[src/rtl/prco_uart_tx_pkg.sv]
// Shared FSM encoding, 8-N-1 frame constants and a constant-width helper
// for the UART transmitter and its FIFO.
package prco_uart_tx_pkg;

    typedef enum logic [1:0] {
        ST_IDLE  = 2'd0,
        ST_START = 2'd1,
        ST_DATA  = 2'd2,
        ST_STOP  = 2'd3
    } tx_state_e;

    localparam int DATA_BITS  = 8;
    localparam int FRAME_BITS = 10;

    // Bits needed to count 0..value-1; 0 for value <= 1.
    function automatic int clog2(input int value);
        int r;
        int v;
        r = 0;
        v = value - 1;
        while (v > 0) begin
            r++;
            v = v >> 1;
        end
        return r;
    endfunction

endpackage

[src/rtl/prco_uart_tx_if.sv]
// Core-side write port of the UART transmitter: byte strobe in, FIFO status out.
// Writes are accepted only while o_full is low; no retry, no error flag.
interface prco_uart_tx_if;
    import prco_uart_tx_pkg::*;

    logic                 i_wr_en;
    logic [DATA_BITS-1:0] i_wr_data;
    logic                 o_full;
    logic                 o_empty;

    modport master (
        output i_wr_en,
        output i_wr_data,
        input  o_full,
        input  o_empty
    );

    modport slave (
        input  i_wr_en,
        input  i_wr_data,
        output o_full,
        output o_empty
    );

endinterface

[src/rtl/prco_sync_fifo.sv]
// Single-clock first-word-fall-through FIFO; write visible on rd_data one edge later.
// Writes while full are dropped (full judged before a same-cycle pop); reads while empty are ignored.
module prco_sync_fifo
    import prco_uart_tx_pkg::*;
#(
    parameter int WIDTH = 8,
    parameter int DEPTH = 8
) (
    input  logic                   clk50,
    input  logic                   rst,
    input  logic                   wr_en,
    input  logic [WIDTH-1:0]       wr_data,
    input  logic                   rd_en,
    output logic [WIDTH-1:0]       rd_data,
    output logic                   full,
    output logic                   empty,
    output logic [clog2(DEPTH):0]  count
);

    localparam int AW = clog2(DEPTH);

    if (DEPTH < 2 || (DEPTH & (DEPTH - 1)) != 0) begin : g_bad_depth
        $error("prco_sync_fifo: DEPTH must be a power of two and at least 2");
    end

    logic [WIDTH-1:0] mem [DEPTH];
    logic [AW-1:0]    wr_ptr;
    logic [AW-1:0]    rd_ptr;
    logic             do_wr;
    logic             do_rd;

    assign full    = (count == (AW + 1)'(DEPTH));
    assign empty   = (count == '0);
    assign do_wr   = wr_en && !full;
    assign do_rd   = rd_en && !empty;
    assign rd_data = mem[rd_ptr];

    // Pointers are exactly AW bits, so they wrap modulo DEPTH on their own.
    always_ff @(posedge clk50) begin
        if (rst) begin
            wr_ptr <= '0;
            rd_ptr <= '0;
            count  <= '0;
        end else begin
            if (do_wr) begin
                wr_ptr <= wr_ptr + AW'(1);
            end
            if (do_rd) begin
                rd_ptr <= rd_ptr + AW'(1);
            end
            case ({do_wr, do_rd})
                2'b10:   count <= count + (AW + 1)'(1);
                2'b01:   count <= count - (AW + 1)'(1);
                default: count <= count;
            endcase
        end
    end

    always_ff @(posedge clk50) begin
        if (do_wr) begin
            mem[wr_ptr] <= wr_data;
        end
    end

endmodule

[src/rtl/prco_uart_tx.sv]
// 8-N-1 UART transmitter behind a write FIFO; idle write-to-start-bit is 2 cycles, frames back-to-back.
// The core only stalls on o_full; writes presented while full are dropped.
module prco_uart_tx
    import prco_uart_tx_pkg::*;
#(
    parameter int CLK_HZ     = 50000000,
    parameter int BAUD       = 115200,
    parameter int FIFO_DEPTH = 8
) (
    input  logic           clk50,
    input  logic           rst,
    prco_uart_tx_if.slave  wr,
    output logic           o_busy,
    output logic           o_tx
);

    localparam int DIV = CLK_HZ / BAUD;
    localparam int CW  = clog2(DIV);
    localparam int BW  = clog2(DATA_BITS);
    localparam int QW  = clog2(FIFO_DEPTH) + 1;

    localparam logic [CW-1:0] CNT_LAST = CW'(DIV - 1);
    localparam logic [BW-1:0] BIT_LAST = BW'(DATA_BITS - 1);

    if (DIV < 2) begin : g_bad_div
        $error("prco_uart_tx: CLK_HZ/BAUD must be at least 2");
    end

    tx_state_e            state_q;
    tx_state_e            state_d;
    logic [CW-1:0]        cnt_q;
    logic [CW-1:0]        cnt_d;
    logic [BW-1:0]        bit_q;
    logic [BW-1:0]        bit_d;
    logic [DATA_BITS-1:0] shift_q;
    logic [DATA_BITS-1:0] shift_d;
    logic                 tx_d;
    logic                 pop;
    logic                 baud_end;
    logic [DATA_BITS-1:0] head;
    logic [QW-1:0]        fifo_count;

    prco_sync_fifo #(
        .WIDTH (DATA_BITS),
        .DEPTH (FIFO_DEPTH)
    ) u_fifo (
        .clk50   (clk50),
        .rst     (rst),
        .wr_en   (wr.i_wr_en),
        .wr_data (wr.i_wr_data),
        .rd_en   (pop),
        .rd_data (head),
        .full    (wr.o_full),
        .empty   (wr.o_empty),
        .count   (fifo_count)
    );

    assign o_busy   = (state_q != ST_IDLE) || (fifo_count != '0);
    assign baud_end = (cnt_q == CNT_LAST);

    always_ff @(posedge clk50) begin
        if (rst) begin
            state_q <= ST_IDLE;
            cnt_q   <= '0;
            bit_q   <= '0;
            shift_q <= '0;
            o_tx    <= 1'b1;
        end else begin
            state_q <= state_d;
            cnt_q   <= cnt_d;
            bit_q   <= bit_d;
            shift_q <= shift_d;
            o_tx    <= tx_d;
        end
    end

    // tx_d follows the current state; registering it puts the start bit one
    // edge after the pop and keeps the pin glitch-free.
    always_comb begin
        state_d = state_q;
        cnt_d   = baud_end ? '0 : cnt_q + CW'(1);
        bit_d   = bit_q;
        shift_d = shift_q;
        tx_d    = 1'b1;
        pop     = 1'b0;
        case (state_q)
            ST_IDLE: begin
                cnt_d = '0;
                if (!wr.o_empty) begin
                    pop     = 1'b1;
                    shift_d = head;
                    state_d = ST_START;
                end
            end
            ST_START: begin
                tx_d = 1'b0;
                if (baud_end) begin
                    bit_d   = '0;
                    state_d = ST_DATA;
                end
            end
            ST_DATA: begin
                tx_d = shift_q[0];
                if (baud_end) begin
                    shift_d = {1'b0, shift_q[DATA_BITS-1:1]};
                    bit_d   = bit_q + BW'(1);
                    if (bit_q == BIT_LAST) begin
                        state_d = ST_STOP;
                    end
                end
            end
            ST_STOP: begin
                tx_d = 1'b1;
                if (baud_end) begin
                    if (!wr.o_empty) begin
                        pop     = 1'b1;
                        shift_d = head;
                        state_d = ST_START;
                    end else begin
                        state_d = ST_IDLE;
                    end
                end
            end
            default: begin
                state_d = ST_IDLE;
            end
        endcase
    end

endmodule

[src/flat_wrapper.sv]
// flat-port wrapper written by rule: the top's interface ports become plain ports
module prco_uart_tx_flat import prco_uart_tx_pkg::*;
#(
    parameter int CLK_HZ     = 50000000,
    parameter int BAUD       = 115200,
    parameter int FIFO_DEPTH = 8
)
  (clk50, rst, o_busy, o_tx, wr_i_wr_en, wr_i_wr_data, wr_o_full, wr_o_empty);
  prco_uart_tx_if wr_i ();
  input  logic clk50;
  input  logic rst;
  output logic o_busy;
  output logic o_tx;
  input wire logic [$bits(wr_i.i_wr_en)-1:0] wr_i_wr_en;
  input wire logic [$bits(wr_i.i_wr_data)-1:0] wr_i_wr_data;
  output wire logic [$bits(wr_i.o_full)-1:0] wr_o_full;
  output wire logic [$bits(wr_i.o_empty)-1:0] wr_o_empty;
  assign wr_i.i_wr_en = wr_i_wr_en;
  assign wr_i.i_wr_data = wr_i_wr_data;
  assign wr_o_full = wr_i.o_full;
  assign wr_o_empty = wr_i.o_empty;
  prco_uart_tx #(.CLK_HZ(CLK_HZ), .BAUD(BAUD), .FIFO_DEPTH(FIFO_DEPTH)) u_core (.clk50(clk50), .rst(rst), .wr(wr_i), .o_busy(o_busy), .o_tx(o_tx));
endmodule
[config.mk]
export PLATFORM = sky130hd
export DESIGN_NAME = prco_uart_tx_flat
export DESIGN_NICKNAME = d
export VERILOG_FILES = /design/src/rtl/prco_uart_tx_pkg.sv /design/src/rtl/prco_uart_tx_if.sv /design/src/rtl/prco_sync_fifo.sv /design/src/rtl/prco_uart_tx.sv /design/src/flat_wrapper.sv
export SDC_FILE = /design/constraint.sdc
export NUM_CORES = 1
export LEC_CHECK = 0
export CAP_MARGIN = 40
export CORE_MARGIN = 2
export CORE_UTILIZATION = 30
export CTS_CLUSTER_SIZE = 24
export DETAILED_ROUTE_END_ITERATION = 7
export GPL_TIMING_DRIVEN = 1
export PLACE_DENSITY = 0.56
export SLEW_MARGIN = 20
export SYNTH_ARGS = -nofsm -noshare
export SYNTH_HDL_FRONTEND = slang
export SYNTH_HIERARCHICAL = 1
export SYNTH_SLANG_ARGS = --single-unit
[constraint.sdc]
create_clock -name clk50 -period 3.3 [get_ports clk50]
set_input_delay 0.495 -clock clk50 [delete_from_list [all_inputs] [get_ports clk50]]
set_output_delay 0.495 -clock clk50 [all_outputs]
set_load 0.05 [all_outputs]
==> impl_metrics.yaml, run 1 <==
power_and_ir_drop:
  clockPowerShare_pct: 27.5
  combinationalPowerShare_pct: 30.8
  p_per_area_nw_per_um2: 736
  p_leak_nw: 1.73
  pwr-share-seq_pct: 41.7
  switching_share_pct: 32.8
  finalPower_mw: 3.74
  vdd_drop_max_uv: 312
  power.switching_mw: 1.23
  internal_power_mw: 2.51
timing:
  slew_violations: 0
  rsz0062_at_grt: "false"
  fin_setup_tns_ps: 0
  final_hold_viol_count: 0
  min_period_ps: 2910
  skew_ps: 8.99
  max_slew_margin_pct: 48.4
  finalCritPeriodShare_pct: 88.1
  setup_viol: 0
  max_freq_mhz: 344
  holdWs_ps: 478
  tightest_slew_ps: 773
logic_synthesis:
  netlist_area_sq_um: 4410
  synth-compound-area-share_pct: 6.96
  synth_edf_count: 64
  yosys_warnings: 6
  synthFlopType: "edfxtp_1"
  muxShareOfSynthArea_pct: 14.0
  ys_types: 47
  synthCells: 303
  synth_top_family_by_area: "multiplexers"
  synth-simple-area-share_pct: 9.49
  ys_seq_area_share_pct: 60.0
  synthAdderAreaFrac_pct: 4.26
  syn_area_per_cell_sq_um: 14.5
  synth_async_sr_flop_share_pct: 0
  synth_seq_cells: 100
  synth_xor_area_share_pct: 2.58
  synth_nets: 329
final_layout:
  antenna_cells: 0
  nNetsFinal: 354
  stdcell_count: 517
  layout-drive-gt1-share_pct: 14.1
  area_growth_pct: 15.3
worst_setup_path:
  crit_arrival_ps: 3140
  slowest_stage: "or3_1"
  critPathTopFamily: "simple AND/OR/NAND/NOR gates"
  cp_cell_sequence: "or3_1 > nor3_2 > a21oi_1 > nor3_1 > o41a_1 > ha_1 > or3_1 > o32ai_1 > mux2_2"
  path_common_cell: "or3_1"
  crit_buf_inv: 0
  path_class: "flop to flop"
  start_kind: "flop"
  worstPathMaxFanout: 7
  cp.required_ps: 3530
  worstSetupEndpointType: "flop"
  cpPeakStageDelay_ps: 400
global_route:
  grtUsageMet1_pct: 14.8
  grt_first_pass_wirelength_um: 13500
  use_met3_pct: 3.72
  grt.met2_usage_pct: 17.2
  grt_max_degree: 20
  antenna_found_initial: 0
  grt-busiest-layer: "met2"
  track_usage_pct: 11.0
  overflow: 0
  grt_pass1_vias: 2515
cts:
  cts_resized: 0
  clock_latency_ps: 350
  htreeDepth: 3
  clockRootBuffer: "clkbuf_16"
  cts_tree: "done"
  post-cts-setup-buffer-count: 0
  ctsHoldBuffers: 0
  clkSinkCount: 100
  clk_pin_slew_ps: 70
  clockBufferDepth: 2
  cts_made_buffers: 9
floorplan:
  coreArea_sq_um: 14400
  die_h_um: 125
  die_area_sq_um: 15700
  start_util_pct: 30.5
  die_w_um: 125
  rows: 44
  io_pins: 15
drt:
  finalWirelength_um: 8220
  drcViolationCount: 0
  drtIter0Drc: 142
  firstDrtPassIters: 4
  vias: 2485
  wl_per_cell_um: 15.9
  viasPerCell: 4.81
  ant_nets: 0
worst_hold_path:
  min_path_type: "flop to flop"
job:
  cap_violations: 0
placed_design:
  dp.cells: 501
  gp_congestion: 0.772
  dp_hpwl_um: 5340
  io_buffers: 14
status:
  status: "complete, no violations"
==> metal layers <==
| metal | vias up | routed length (um) |
|---|---|---|
| met1 | 1225 | 3980 |
| met3 | 7 | 324 |
| met2 | 38 | 3840 |
| met5 | - | 0 |
| met4 | 0 | 75 |
| li1 | 1215 | - |
==> synthesized netlist by cell type (all sizes together) (2+ instances only) <==
library cell  instances  area (sq um)
nand4                 3          18.8
xor2                  8          70.1
nor3                  5          30.0
xnor2                 5          43.8
a21oi                20           115
a311oi                7          67.6
a211oi                3          22.5
mux4                 16           417
ha                   15           188
nand2b                6          37.5
mux2                  9           101
nor2b                 5          31.3
dfxtp                36           721
edfxtp               64          1920
clkbuf                3          11.3
o21ai                 6          30.0
nand2                10          37.5
inv                   8          30.0
nand3                 6          30.0
nor4                  2          12.5
mux2i                10           100
or3                   5          31.3
buf                   9          77.6
nor2                 27           101
==> final timing paths <==
| path | start | endpoint | slack (ps) | cells after the start |
|---|---|---|---|---|
| worst min register to register | u_core/cnt_q[0]$_SDFF_PP0_ | u_core/cnt_q[0]$_SDFF_PP0_ | 480 | 1 |
| worst min-delay path | u_core/cnt_q[0]$_SDFF_PP0_ | u_core/cnt_q[0]$_SDFF_PP0_ | 480 | 1 |
| worst max register to register | u_core/cnt_q[3]$_SDFF_PP0_ | u_core/u_fifo/count[3]$_SDFFE_PP0P_ | 390 | 9 |
| worst max-delay path | u_core/cnt_q[3]$_SDFF_PP0_ | u_core/u_fifo/count[3]$_SDFFE_PP0P_ | 390 | 9 |
==> cells by family after synthesis <==
logic type	after synthesis
adder cells (fa/ha/maj)	15
multiplexers	35
flip-flops	100
AND/OR/NAND/NOR	78
buffers and inverters	20
XOR/XNOR	13
AO/OA/AOI/OAI	42
==> state kept, by name (all words and copies together), names as in the netlist, named ones only <==
| name | cells |
|---|---|
| u_core/u_fifo/mem | 64 |
| u_core/cnt_q | 9 |
| u_core/shift_q | 8 |
| u_core/u_fifo/count | 4 |
| u_core/bit_q | 3 |
| u_core/u_fifo/rd_ptr | 3 |
| u_core/u_fifo/wr_ptr | 3 |
| u_core/state_q | 2 |
| u_core/o_tx | 1 |
==> area by class of cell <==
| cell class | instances | area (sq um) |
|---|---|---|
| clock buffer | 9 | 225 |
| inverter | 8 | 30.0 |
| sequential | 100 | 2640 |
| fill | 1389 | 9340 |
| multi-input combinational | 183 | 1660 |
| tap | 184 | 230 |
| timing repair buffer | 26 | 230 |
| clock inverter | 7 | 62.6 |
==> metrics by stage <==
stage	worst slack (ps)	instance area, sq um	util [%]
2_1_floorplan	409	4420	-
3_3_place_gp	455	4790	33.2
3_5_place_dp	422	4790	33.2
4_1_cts	391	5080	35.2
5_1_grt	142	5080	35.2
6_report	392	5080	35.2
==> layout by cell type, fill, tap and decap left out, types with 8 or more instances in the layout <==
cell type,netlist,layout
clkdlybuf4s50_1,0,14
edfxtp_1,64,64
nor2_1,27,27
nand2_1,10,10
mux2i_1,10,10
inv_1,8,8
clkbuf_16,0,9
dfxtp_1,36,36
mux4_1,15,15
a21oi_1,18,18
buf_4,0,12
xor2_1,8,8
mux2_2,9,9
ha_1,15,15
==> power groups by stage <==
stage	Clock (mW)	Sequential, mW	Combinational, mW
2_1_floorplan	0	1.57	0.930
3_5_place_dp	0	1.59	1.16
4_1_cts	1.06	1.56	1.16
6_report	1.03	1.56	1.15
5_1_grt	1.11	1.58	1.25
3_3_place_gp	0	1.58	1.13
No activity file was read; power rests on OpenSTA's default activity.
==> run 2, diff against run 1 <==
PLACE_DENSITY = 0.41   (was 0.56)
SETUP_SLACK_MARGIN = 0.02   (was not set)
==> run 2 against run 1 <==
Net effect: highest routed layer unchanged; combinational power hardly changed; clock power about the same; worst setup slack got worse by 41 ps; hold slack got worse by 17 ps; total power fell by 0.62%; flip-flop and latch count did not move; non-clock buffer count increased by 1; global-route usage increased by 0.84 points; count of clock-buffer cells in the layout is 1 higher; first-iteration DRC count is 3.5% lower; core utilization barely moved.
==> impl_metrics.yaml, run 2 (synthesized netlist as in run 1, its figures left out) <==
final_layout:
  top_register: "u_core/u_fifo/mem"
  fillers: 1411
  utilization_pct: 35.2
  area_growth_pct: 15.3
  top_regs: "u_core/u_fifo/mem x64, u_core/cnt_q x9, u_core/shift_q x8"
  layout_commonest_cell: "edfxtp_1"
  finalInstanceArea_sq_um: 5080
  mostFrequentLayoutCells: "64 x edfxtp_1, 36 x dfxtp_1, 27 x nor2_1"
  largest_reg_flops: 64
  nNetsFinal: 355
  layout-drive-gt1-share_pct: 14.1
  antenna_cells: 0
worst_setup_path:
  start_kind: "flop"
  r2r_cells: 12
  r2r-end: "u_core/u_fifo/count[2]$_SDFFE_PP0P_"
  worstSetupEndpointType: "flop"
  cp.required_ps: 3580
  slowest_stage: "or3_1"
  cpPeakStageDelay_ps: 380
  worstPathMaxFanout: 7
  path_class: "flop to flop"
  crit_arrival_ps: 3230
  cp_cell_sequence: "or3_1 > nor3_2 > a21oi_1 > nor3_1 > o41a_1 > ha_1 > xor2_1 > ha_1 > a21oi_1 > xor2_1 > or3_1 > a21oi_1"
  path_common_cell: "a21oi_1"
  worst_r2r_startpoint: "u_core/cnt_q[3]$_SDFF_PP0_"
  rrSetupSlack_ps: 350
placed_design:
  postPlaceCellArea_sq_um: 4790
  dp_hpwl_um: 5510
  io_buffers: 14
  gp_congestion: 0.724
global_route:
  track_usage_pct: 11.8
  grt_first_pass_wirelength_um: 14000
  grt_pass1_vias: 2456
  grt_max_degree: 18
  overflow: 0
  antenna_found_initial: 0
cts:
  clockRootBuffer: "clkbuf_16"
  clock_latency_ps: 350
  clkSinkCount: 100
  htreeDepth: 3
  post-cts-setup-buffer-count: 0
  cts_resized: 0
  cts_made_buffers: 9
  cts_tree: "done"
  ctsHoldBuffers: 0
  clockBufferDepth: 2
  clk_pin_slew_ps: 70
timing:
  max_freq_mhz: 339
  holdWs_ps: 461
  rsz0062_at_grt: "false"
  slew_violations: 0
  min_period_ps: 2950
  fin_setup_tns_ps: 0
  tightest_slew_ps: 788
  finalCritPeriodShare_pct: 89.4
  setup_viol: 0
  max_slew_margin_pct: 47.5
  final_hold_viol_count: 0
  skew_ps: 5.57
floorplan:
  rows: 44
  coreArea_sq_um: 14400
  io_pins: 15
  die_w_um: 125
  die_h_um: 125
  start_util_pct: 30.5
  die_area_sq_um: 15700
worst_hold_path:
  hold_depth: 1
  min_path_type: "flop to flop"
  worstHoldStart: "u_core/cnt_q[0]$_SDFF_PP0_"
  whs_endpoint: "u_core/cnt_q[0]$_SDFF_PP0_"
power_and_ir_drop:
  p_leak_nw: 1.73
  p_per_area_nw_per_um2: 731
  vdd_drop_max_uv: 305
status:
  status: "complete, no violations"
drt:
  drcViolationCount: 0
  vias: 2454
  viasPerCell: 4.75
  wl_per_cell_um: 16.7
  ant_nets: 0
  firstDrtPassIters: 4
  drtIter0Drc: 137
  finalWirelength_um: 8650
job:
  cap_violations: 0
## run 2: cell types whose count changed in the layout (fill, tap and decap cells not counted), sizes merged
cell | before | now
inv | 13 | 12
buf | 12 | 13
clkbuf | 9 | 10
clkinv | 1 | 0
## run 2: how the worst max path moves through the flow
stage,startpoint,end,cells past startpoint
6_report,u_core/cnt_q[3]$_SDFF_PP0_,u_core/u_fifo/count[2]$_SDFFE_PP0P_,12
5_1_grt,u_core/cnt_q[2]$_SDFF_PP0_,u_core/u_fifo/count[2]$_SDFFE_PP0P_,12
4_1_cts,u_core/cnt_q[3]$_SDFF_PP0_,u_core/u_fifo/count[3]$_SDFFE_PP0P_,9
3_5_place_dp,u_core/cnt_q[3]$_SDFF_PP0_,u_core/u_fifo/count[3]$_SDFFE_PP0P_,9
3_3_place_gp,u_core/cnt_q[2]$_SDFF_PP0_,u_core/u_fifo/count[3]$_SDFFE_PP0P_,9
2_1_floorplan,u_core/u_fifo/count[0]$_SDFFE_PP0P_,u_core/u_fifo/count[3]$_SDFFE_PP0P_,7
## run 2: through the flow
step,power (mW),worst slack (ps),cells
after global routing,3.94,83.4,517
after CTS,3.77,322,516
after floorplan,2.50,409,303
after global placement,2.75,386,501
after detailed placement,2.76,332,501
final,3.71,351,517
## run 2: critical path, delay by kind of cell, from the launching register on
kind,cells,cell delay (ps)
and+or+nand+nor,4,1070
AOI/OAI and AO/OA,4,620
adders and majority gates,2,470
DFF,1,370
xor gates and xnor gates,2,350
## run 2: layout make-up
| cell class | count | area [sq um] | area share (%) |
|---|---|---|---|
| inverter | 8 | 30.0 | 0.591 |
| sequential | 100 | 2640 | 52.0 |
| clock inverter | 5 | 45.0 | 0.886 |
| clock buffer | 10 | 229 | 4.51 |
| timing repair buffer | 27 | 245 | 4.83 |
| tap | 184 | 230 | 4.53 |
| multi-input combinational | 183 | 1660 | 32.7 |
## run 2: power breakdown
part           internal (mW)  switching (mW)
clock network          0.521           0.475
registers               1.45          0.0968
logic                  0.528           0.638
## run 2: metal layers
layer  track usage [%]  vias to the layer above  wire length (um)
li1                  -                     1221                 -
met5                 0                        -                 0
met1              15.3                     1193              4120
met4              3.14                        0                68
met3              4.28                        4               343
met2              18.8                       36              4120
==> run 3, diff against run 2 <==
PLACE_DENSITY = 0.42   (was 0.41)
clock period = 2.6 ns   (was 3.3 ns; I/O delays follow)
==> run 3 against run 2 <==
Net effect: wire length rose by 1.6%; sequential share of layout area shrank 2.7 points; critical path type unchanged; total power is 33% higher; the run now ends with negative setup slack left.
==> impl_metrics.yaml, run 3 (synthesized netlist as in run 1, its figures left out) <==
status:
  status: "finished, violations left"
  violations: "negative setup slack"
power_and_ir_drop:
  p_per_area_nw_per_um2: 923
  p_leak_nw: 1.87
  switching_share_pct: 32.3
  vdd_drop_max_uv: 385
  internal_power_mw: 3.35
  combinationalPowerShare_pct: 35.1
  clockPowerShare_pct: 26.0
  power.switching_mw: 1.60
  pwr-share-seq_pct: 38.9
placed_design:
  io_buffers: 14
  gp_congestion: 0.721
  dp_hpwl_um: 5600
worst_setup_path:
  r2r_cells: 12
  rrSetupSlack_ps: -100
  path_class: "flop to flop"
  crit_arrival_ps: 2980
  start_kind: "flop"
  cp.required_ps: 2880
  worst_r2r_startpoint: "u_core/cnt_q[6]$_SDFF_PP0_"
  worstSetupEndpointType: "flop"
  worstPathMaxFanout: 3
  r2r-end: "u_core/u_fifo/count[2]$_SDFFE_PP0P_"
timing:
  skew_ps: 9.51
  fin_setup_tns_ps: -166
  max_freq_mhz: 370
  finalCritPeriodShare_pct: 104
  setup_viol: 2
  rsz0062_at_grt: "true"
  finalWorstSetupSlack_ps: -104
  holdWs_ps: 481
  tightest_slew_ps: 508
  slew_violations: 0
  min_period_ps: 2700
  final_hold_viol_count: 0
  max_slew_margin_pct: 66.2
final_layout:
  largest_reg_flops: 64
  nNetsFinal: 381
  top_regs: "u_core/u_fifo/mem x64, u_core/cnt_q x9, u_core/shift_q x8"
  mostFrequentLayoutCells: "64 x edfxtp_1, 41 x buf_4, 34 x dfxtp_1"
  layout-drive-gt1-share_pct: 24.7
  layout_commonest_cell: "edfxtp_1"
  area_growth_pct: 21.7
  regArea_sq_um: 2650
  top_register: "u_core/u_fifo/mem"
  fillers: 1387
  antenna_cells: 0
  multiInputGateArea_sq_um: 1740
drt:
  finalWirelength_um: 8790
  vias: 2567
  drcViolationCount: 0
  viasPerCell: 4.72
  ant_nets: 0
  drtIter0Drc: 104
  wl_per_cell_um: 16.2
  firstDrtPassIters: 4
cts:
  ctsHoldBuffers: 0
  clk_pin_slew_ps: 70
  clockRootBuffer: "clkbuf_16"
  htreeDepth: 3
  cts_made_buffers: 9
  clock_latency_ps: 340
  clockBufferDepth: 2
  clkSinkCount: 100
  cts_tree: "done"
floorplan:
  coreArea_sq_um: 14400
  die_w_um: 125
  die_area_sq_um: 15700
  die_h_um: 125
  rows: 44
  io_pins: 15
  start_util_pct: 30.5
worst_hold_path:
  whs_endpoint: "u_core/bit_q[2]$_SDFFE_PP0P_"
  worstHoldStart: "u_core/bit_q[2]$_SDFFE_PP0P_"
  hold_depth: 2
  min_path_type: "flop to flop"
global_route:
  track_usage_pct: 11.9
  overflow: 0
  antenna_found_initial: 0
  grt_max_degree: 26
  grt_pass1_vias: 2615
  grt_first_pass_wirelength_um: 14100
job:
  cap_violations: 0
-- run 3: repair_timing --
action / 4_1_cts / 5_1_grt
resized for setup: 5 / 7
pin swaps: 1 / 9
buffers inserted: 3 / 0
cloned: 0 / 0
setup endpoints to repair: 2 / 2
-- run 3: metal layers --
layer / track usage (%) / up-vias / share of wire, %
li1: - / 1276 / -
met1: 14.7 / 1258 / 47
met2: 20.2 / 29 / 50
met3: 4.02 / 4 / 3.1
met4: 2.94 / 0 / 0.77
met5: 0 / - / 0
-- run 3: power by group through the flow --
stage               logic, mW  clock network (mW)  registers (mW)
floorplan                1.20                   0            1.99
global placement         1.64                   0            1.96
detailed placement       1.65                   0            1.96
CTS                      1.69                1.34            1.93
global route             1.91                1.39            1.94
finish                   1.74                1.29            1.93
-- run 3: layout make-up --
cell class	instances	area share (%)
multi-input cells	183	32.4
inverters	8	0.560
clock inverters	5	0.840
flip-flops and latches	100	49.3
repair buffers	53	7.98
clock buffers	11	4.53
well taps	184	4.30
-- run 3: stage by stage --
stage / instances / power [mW] / instance area [sq um] / util, % / setup slack (ps)
global route: 544 / 5.24 / 5360 / 37.2 / -211
global placement: 525 / 3.60 / 4990 / 34.6 / -65.2
floorplan: 303 / 3.19 / 4440 / - / -217
CTS: 544 / 4.96 / 5320 / 36.9 / -70.4
finish: 544 / 4.95 / 5360 / 37.2 / -104
detailed placement: 525 / 3.61 / 4990 / 34.6 / -138
-- run 3: worst max path at each step --
| stage | to | start | slack (ps) |
|---|---|---|---|
| final | u_core/u_fifo/count[2]$_SDFFE_PP0P_ | u_core/cnt_q[6]$_SDFF_PP0_ | -100 |
| after global routing | u_core/u_fifo/count[2]$_SDFFE_PP0P_ | u_core/cnt_q[6]$_SDFF_PP0_ | -210 |
| after CTS | u_core/u_fifo/count[2]$_SDFFE_PP0P_ | u_core/cnt_q[2]$_SDFF_PP0_ | -70 |
| after detailed placement | u_core/u_fifo/count[2]$_SDFFE_PP0P_ | u_core/cnt_q[2]$_SDFF_PP0_ | -140 |
| after global placement | u_core/u_fifo/count[2]$_SDFFE_PP0P_ | u_core/cnt_q[2]$_SDFF_PP0_ | -70 |
| after floorplan | u_core/u_fifo/count[3]$_SDFFE_PP0P_ | u_core/u_fifo/count[1]$_SDFFE_PP0P_ | -220 |
-- run 3: critical path: stages, from the launching register on --
cell	delay (ps)
dfxtp_2	320
or3_4	390
nor3_4	230
a21oi_2	80
nor3_2	200
o41a_1	220
ha_2	220
xor2_2	160
ha_2	190
a21oi_2	30
xor2_1	140
or3_1	320
a21oi_2	130
